<file path="config.mk">
export PLATFORM = sky130hd
export DESIGN_NAME = aud_i2s_tx
export DESIGN_NICKNAME = d
export VERILOG_FILES = /design/src/rtl/aud_pkg.sv /design/src/rtl/aud_sample_fifo.sv /design/src/rtl/aud_i2s_tx.sv
export SDC_FILE = /design/constraint.sdc
export NUM_CORES = 1
export LEC_CHECK = 0
export ABC_AREA = 1
export BUFFER_PORTS_ARGS = -buffer_cell sky130_fd_sc_hd__buf_2
export CAP_MARGIN = 10
export CORE_UTILIZATION = 55
export DETAILED_ROUTE_END_ITERATION = 12
export PLACE_DENSITY = 0.73
export SYNTH_ARGS = -nofsm -noshare
export SYNTH_HDL_FRONTEND = slang
export SYNTH_SLANG_ARGS = --single-unit
</file>
<file path="constraint.sdc">
create_clock -name i_clk -period 2.7 [get_ports i_clk]
set_input_delay 0.27 -clock i_clk [delete_from_list [all_inputs] [get_ports i_clk]]
set_output_delay 0.27 -clock i_clk [all_outputs]
set_load 0.005 [all_outputs]
</file>
<file path="src/rtl/aud_pkg.sv">
// Shared definitions for the WM8731 audio serial paths (DAC transmit and,
// later, ADC receive): sample width, transmitter state encoding and PCM type.
package aud_pkg;

  localparam int AUD_DATA_W = 16;

  typedef enum logic [2:0] {
    S_IDLE,
    S_WAIT,
    S_LEFT,
    S_GAPL,
    S_RIGHT,
    S_GAPR
  } tx_state_e;

  typedef logic signed [AUD_DATA_W-1:0] sample_t;

  // True while a channel slot is actively shifting bits onto the line.
  function automatic logic is_slot(input tx_state_e s);
    return (s == S_LEFT) || (s == S_RIGHT);
  endfunction

endpackage

</file>
<file path="src/rtl/aud_sample_fifo.sv">
// Small synchronous sample FIFO with registered occupancy. No bypass path:
// an entry pushed on an edge is poppable from the following edge onwards.
// Shared between the playback and record paths.
module aud_sample_fifo
  import aud_pkg::*;
#(
  parameter int DATA_W     = AUD_DATA_W,
  parameter int FIFO_DEPTH = 4
) (
  input  logic                             i_clk,
  input  logic                             i_rst_n,
  input  logic                             i_push,
  input  logic [DATA_W-1:0]                i_data,
  input  logic                             i_pop,
  output logic [DATA_W-1:0]                o_data,
  output logic                             o_full,
  output logic                             o_empty,
  output logic [$clog2(FIFO_DEPTH+1)-1:0]  o_level
);

  localparam int AW = $clog2(FIFO_DEPTH);
  localparam int LW = $clog2(FIFO_DEPTH+1);

  logic [DATA_W-1:0] mem_q [FIFO_DEPTH];
  logic [AW-1:0]     wr_q, wr_d;
  logic [AW-1:0]     rd_q, rd_d;
  logic [LW-1:0]     level_q, level_d;
  logic              push_ok, pop_ok;

  assign o_full   = (level_q == LW'(FIFO_DEPTH));
  assign o_empty  = (level_q == '0);
  assign push_ok  = i_push && !o_full;
  assign pop_ok   = i_pop && !o_empty;
  assign o_data   = mem_q[rd_q];
  assign o_level  = level_q;

  // Pointer and occupancy next-state; depth is a power of two so the
  // pointers wrap by natural overflow.
  always_comb begin
    wr_d    = wr_q;
    rd_d    = rd_q;
    level_d = level_q;
    if (push_ok) wr_d = wr_q + AW'(1);
    if (pop_ok)  rd_d = rd_q + AW'(1);
    case ({push_ok, pop_ok})
      2'b10:   level_d = level_q + LW'(1);
      2'b01:   level_d = level_q - LW'(1);
      default: level_d = level_q;
    endcase
  end

  // Control state: pointers and occupancy, cleared by reset.
  always_ff @(posedge i_clk or negedge i_rst_n) begin
    if (!i_rst_n) begin
      wr_q    <= '0;
      rd_q    <= '0;
      level_q <= '0;
    end else begin
      wr_q    <= wr_d;
      rd_q    <= rd_d;
      level_q <= level_d;
    end
  end

  // Sample storage; contents are only meaningful behind the read pointer.
  always_ff @(posedge i_clk) begin
    if (push_ok) mem_q[wr_q] <= i_data;
  end

endmodule

</file>
<file path="src/rtl/aud_i2s_tx.sv">
// WM8731 DAC serial transmitter. Buffers PCM samples and shifts each one
// MSB-first into the left slot after a DACLRCK falling edge and again into
// the right slot after the rising edge (one FIFO pop per frame).
module aud_i2s_tx
  import aud_pkg::*;
#(
  parameter int DATA_W     = AUD_DATA_W,
  parameter int FIFO_DEPTH = 4
) (
  input  logic                             i_clk,
  input  logic                             i_rst_n,
  input  logic                             i_en,
  input  logic                             i_daclrck,
  input  logic [DATA_W-1:0]                i_data,
  input  logic                             i_valid,
  output logic                             o_ready,
  output logic                             o_dacdat,
  output logic [$clog2(FIFO_DEPTH+1)-1:0]  o_level,
  output logic                             o_underrun,
  output logic                             o_frame_err
);

  localparam int CW = $clog2(DATA_W);

  tx_state_e                 state_q, state_d;
  logic                      lrc_q;
  logic [CW-1:0]             cnt_q, cnt_d;
  logic [DATA_W-1:0]         sh_q, sh_d;
  logic signed [DATA_W-1:0]  sample_q, sample_d;
  logic                      underrun_q, underrun_d;
  logic                      frame_err_q, frame_err_d;

  logic                      fe, re;
  logic                      start_l, start_r;
  logic                      pop;
  logic                      fifo_full, fifo_empty;
  logic [DATA_W-1:0]         fifo_data;

  aud_sample_fifo #(
    .DATA_W     (DATA_W),
    .FIFO_DEPTH (FIFO_DEPTH)
  ) u_fifo (
    .i_clk   (i_clk),
    .i_rst_n (i_rst_n),
    .i_push  (i_valid),
    .i_data  (i_data),
    .i_pop   (pop),
    .o_data  (fifo_data),
    .o_full  (fifo_full),
    .o_empty (fifo_empty),
    .o_level (o_level)
  );

  assign o_ready     = !fifo_full;
  assign o_underrun  = underrun_q;
  assign o_frame_err = frame_err_q;

  // LR clock edges, seen against the previous-cycle LRCK sample.
  assign fe = !i_daclrck && lrc_q;
  assign re = i_daclrck && !lrc_q;

  // FSM state register.
  always_ff @(posedge i_clk or negedge i_rst_n) begin
    if (!i_rst_n) state_q <= S_IDLE;
    else          state_q <= state_d;
  end

  // FSM next state: slots start only on the matching LRCK edge; an edge that
  // lands inside a busy slot still starts the new slot.
  always_comb begin
    state_d = state_q;
    start_l = 1'b0;
    start_r = 1'b0;
    if (!i_en) begin
      state_d = S_IDLE;
    end else begin
      case (state_q)
        S_IDLE:  state_d = S_WAIT;
        S_WAIT:  if (fe) start_l = 1'b1;
        S_LEFT: begin
          if (re)                 start_r = 1'b1;
          else if (cnt_q == '0)   state_d = S_GAPL;
        end
        S_GAPL:  if (re) start_r = 1'b1;
        S_RIGHT: begin
          if (fe)                 start_l = 1'b1;
          else if (cnt_q == '0)   state_d = S_GAPR;
        end
        S_GAPR:  if (fe) start_l = 1'b1;
        default: state_d = S_IDLE;
      endcase
      if (start_l) state_d = S_LEFT;
      if (start_r) state_d = S_RIGHT;
    end
  end

  // FSM output: the line is quiet outside the two shifting slots.
  always_comb begin
    o_dacdat = 1'b0;
    if (is_slot(state_q)) o_dacdat = sh_q[DATA_W-1];
  end

  // Datapath next state: sample capture, shift, bit counter and status pulses.
  always_comb begin
    sample_d    = sample_q;
    sh_d        = sh_q;
    cnt_d       = cnt_q;
    pop         = start_l && !fifo_empty;
    underrun_d  = start_l && fifo_empty;
    frame_err_d = ((state_q == S_LEFT && start_r) ||
                   (state_q == S_RIGHT && start_l)) && (cnt_q != '0);
    if (start_l) begin
      sample_d = fifo_empty ? '0 : fifo_data;
      sh_d     = fifo_empty ? '0 : fifo_data;
      cnt_d    = CW'(DATA_W-1);
    end else if (start_r) begin
      sh_d     = sample_q;
      cnt_d    = CW'(DATA_W-1);
    end else if (is_slot(state_q) && cnt_q != '0) begin
      sh_d     = {sh_q[DATA_W-2:0], 1'b0};
      cnt_d    = cnt_q - CW'(1);
    end
  end

  // Control registers: LRCK history, bit counter and status pulses.
  always_ff @(posedge i_clk or negedge i_rst_n) begin
    if (!i_rst_n) begin
      lrc_q       <= 1'b1;
      cnt_q       <= '0;
      underrun_q  <= 1'b0;
      frame_err_q <= 1'b0;
    end else begin
      lrc_q       <= i_daclrck;
      cnt_q       <= cnt_d;
      underrun_q  <= underrun_d;
      frame_err_q <= frame_err_d;
    end
  end

  // Data registers: held sample and shift register (output gated by state).
  always_ff @(posedge i_clk) begin
    sample_q <= sample_d;
    sh_q     <= sh_d;
  end

endmodule
</file>
==> summary.txt <==
Status
  • Outcome: complete, no violations

Power and ir drop
  • Leakage Power: ~2.3 nW
  • Overall power consumption: around 6.0 mW
  • Cell area power density: roughly 1000 nW/um^2
  • Worst vdd rail ir drop: just under 600 uV

Final layout
  • # fillers: ~630
  • Area growth from synthesis to layout: 19.8%
  • Final core area utilization: 67.5%
  • Final Instance Count excl. Fillers: 611
  • Final-stage net count: just over 500
  • Share of final-layout standard cells stronger than drive strength 1: around 17%
  • Area of combinational cells with multiple inputs: 1310 um^2
  • Design area: about 5900 um^2
  • Register area: about 3300 um^2
  • N_diodes: 0

Yosys
  • Dominant combinational cell family by area after synthesis: simple AND/OR/NAND/NOR gates
  • Dominant register cell in the synthesized netlist: edfxtp_1
  • Async set-or-reset flop fraction in the synthesized netlist: about 15%
  • Synth top area cells: edfxtp_1, dfrtp_1, nor2_1, nand2_1, o21ai_0
  • Number of flops mapped to enable cells by yosys: 96
  • Top-count cell post-synth: edfxtp_1
  • Syn avg cell area: between 10 and 15 um^2
  • Compound-gate portion of the synthesized area: 10.0%
  • Xor and xnor area share after synthesis: less than 1%
  • Post-synthesis share of cell area spent on and, or, nand and nor gates: between 10% and 20%
  • Unique masters post-synth: 31
  • Post-synthesis sequential area ratio: 67.6%
  • Cell type with the highest aggregate area in the netlist: edfxtp_1
  • List of most frequent post-synthesis cells: edfxtp_1, nor2_1, nand2_1
  • Syn Std Cell Area: about 5000 um^2
  • Portion of synthesized cell area occupied by the leading cell type: approximately three fifths
  • Yosys warning total: 0
  • Post-Synthesis Net Count: 460
  • Fraction of the mapped netlist area in adder cells: under 10%
  • Mapped Cells: roughly 430
  • Post-synthesis sequential element count: approximately 110
  • Mux share of post-synthesis cell area: 0%

Clocking
  • Total number of H-tree levels: 4
  • CTS tree: built
  • Clk Latency, worst-skew pair: 0.50 ns
  • Clock slew at reported path FFs: ~0.060 ns
  • CTS root buf: clkbuf_8
  • Max clock buf depth: 2
  • Post-CTS setup-driven buffer insertion count: 0
  • Num Clock Sinks: about 110
  • Number of buffers added by the clock tree synthesis step: 17

Die
  • Die boundary height: just under 100 um
  • Total I/O pin count: 28
  • Die Area: 9280 um^2
  • Site Rows: 34
  • Width of the chip: between 90 and 100 um
  • Starting Density: a little under three fifths
  • Core region area: 8680 um^2

Route
  • Detailed-route wire length: between 9 and 10 mm
  • Number of detailed-routing iterations run before antenna repair: 5
  • Drt wl/cell: 15.0 um
  • Initial DRC count: 261
  • Post-DRT Antenna Nets: 0
  • DRC errors left: 0
  • Ratio of routed vias to standard cells: around 5.3
  • Count of vias placed by the detailed router: between 3000 and 4000

STA
  • Min Clock Period, post-route: 2.24 ns
  • Total Neg Setup Slack: 0 ns
  • Post-route fraction of the period consumed by the critical path: around 83%
  • Achievable Freq: ~450 MHz
  • Final count of hold timing violations: 0
  • Final setup slack of the worst path: 0.457 ns
  • Transition at the pin with the smallest max-transition slack: roughly 0.86 ns
  • Count of final setup violators: 0
  • RSZ-0062 raised after global routing: false
  • Final Hold Slack: between 0.15 and 0.2 ns
  • Number of pins with negative max-slew slack in the final report: 0
  • Max transition margin: 42.7%
  • Setup skew after layout: 0.0103 ns

Place
  • Placement-stage cell area: 5130 um^2
  • Number of cells after detailed placement: roughly 560
  • Global placer's final weighted congestion: 0.869
  • IO Port Bufs: 27
  • Post-Place Setup Slack: just under 0.5 ns
  • Detailed placer's ending HPWL: ~5.5 mm

Setup path
  • Maximum fanout along the worst path: 3
  • Endpoint kind of the worst setup timing path: flip-flop
  • Endpoint required time on the critical path: 3.07 ns
  • Top cell family by delay on the critical path: adder cells
  • Register-to-register setup slack: 0.46 ns
  • Data arrival time of the worst path: between 2 and 3 ns
  • Critical path startpoint category: flip-flop
  • Ordered list of cells on the worst path: inv_1 -> nor2_2 -> nand4_4 -> nor2_2 -> ha_1 -> inv_1 -> fa_1 -> a21oi_1 -> o21ai_0 -> xor2_1
  • Category of the most critical setup path: reg2reg
  • Critical path buffer and inverter count: 2
  • CP max stage cell: dfstp_2
  • Crit-path max cell delay: ~0.52 ns

Global route
  • Tot GR Track Use: roughly 22%
  • Overflow left after global routing: 0
  • Global-route wire length before repair: between 10 and 15 mm
  • Number of global-route vias before repair: ~3100
  • Maximum number of pins on one net before global-route repair: 35
  • Initial antenna violation count: 0

Job
  • Maxcap violations: 0

Min path
  • Min-delay worst type: in2reg
## logic make-up (layout without fill, tap and decap cells)
group	count (synthesis)	count (layout)
buffers and inverters	59	130
AO/OA/AOI/OAI	88	88
flip-flops	113	113
AND/OR/NAND/NOR	160	160
XOR/XNOR	5	5
adder cells (fa/ha/maj)	7	7
## worst paths after layout
check | endpoint | from | depth (start not counted)
min | state_q[0]$_DFFE_PN0P_ | i_en | 3
min in group asynchronous | u_fifo.wr_q[0]$_DFFE_PN0P_ | i_rst_n | 2
min reg2reg | u_fifo.o_level[1]$_DFFE_PN0P_ | u_fifo.o_level[1]$_DFFE_PN0P_ | 2
max reg2reg | u_fifo.o_level[2]$_DFFE_PN0P_ | lrc_q$_DFF_PN1_ | 10
max in group asynchronous | lrc_q$_DFF_PN1_ | i_rst_n | 2
max | u_fifo.o_level[2]$_DFFE_PN0P_ | lrc_q$_DFF_PN1_ | 10
## worst min-delay path, delay by kind of cell
kind            cells  cell delay, ns
buf+inv             1            0.16
compound gates      1            0.09
simple gates        1            0.11
## layer usage
layer	GRT usage (%)	vias to the layer above	wire length, um
li1	-	1594	-
met1	28.3	1545	3980
met2	35.7	86	4660
met3	5.92	6	456
met4	8.82	0	60
met5	0	-	0
## layout by cell type, fill, tap and decap left out, drive strengths merged
master / instances
clkinvlp: 3
edfxtp: 96
nand3: 9
xnor2: 2
dfrtp: 16
clkbuf: 18
fa: 1
a21oi: 25
o211ai: 11
nand2: 64
bufinv: 1
nor3: 1
ha: 6
dfstp: 1
xor2: 3
nand4: 4
clkinv: 8
o22ai: 1
nor2: 82
inv: 46
dlygate4sd3: 18
buf: 36
o21ai: 51
## report_power, final
part           switching [mW]  total (mW)  leakage [nW]  internal [mW]
Sequential              0.119        2.44          1.08           2.33
Combinational            1.03        1.49         0.934          0.462
Clock                   0.790        2.02         0.263           1.23
## state kept, by name, summed over array words and instances (netlist names)
name / flops
u_fifo.o_level: 3
u_fifo.rd_q: 2
state_q: 3
sh_q: 16
sample_q: 16
o_underrun: 1
u_fifo.mem_q: 64
o_frame_err: 1
u_fifo.wr_q: 2
lrc_q: 1
cnt_q: 4
## final cells by class
cell class	instances	share of cell area (%)
Clock buffer	18	7.13
Sequential cell	113	56.5
Tap cell	108	2.31
Multi-Input combinational cell	260	22.4
Timing Repair Buffer	54	6.53
Clock inverter	14	2.26
Inverter	44	2.90
## what timing repair did
item,4_1_cts,5_1_grt
hold buffers,18,0
hold endpoints to repair,81,0
resized for setup,0,0
No activity file was read; power rests on OpenSTA's default activity.
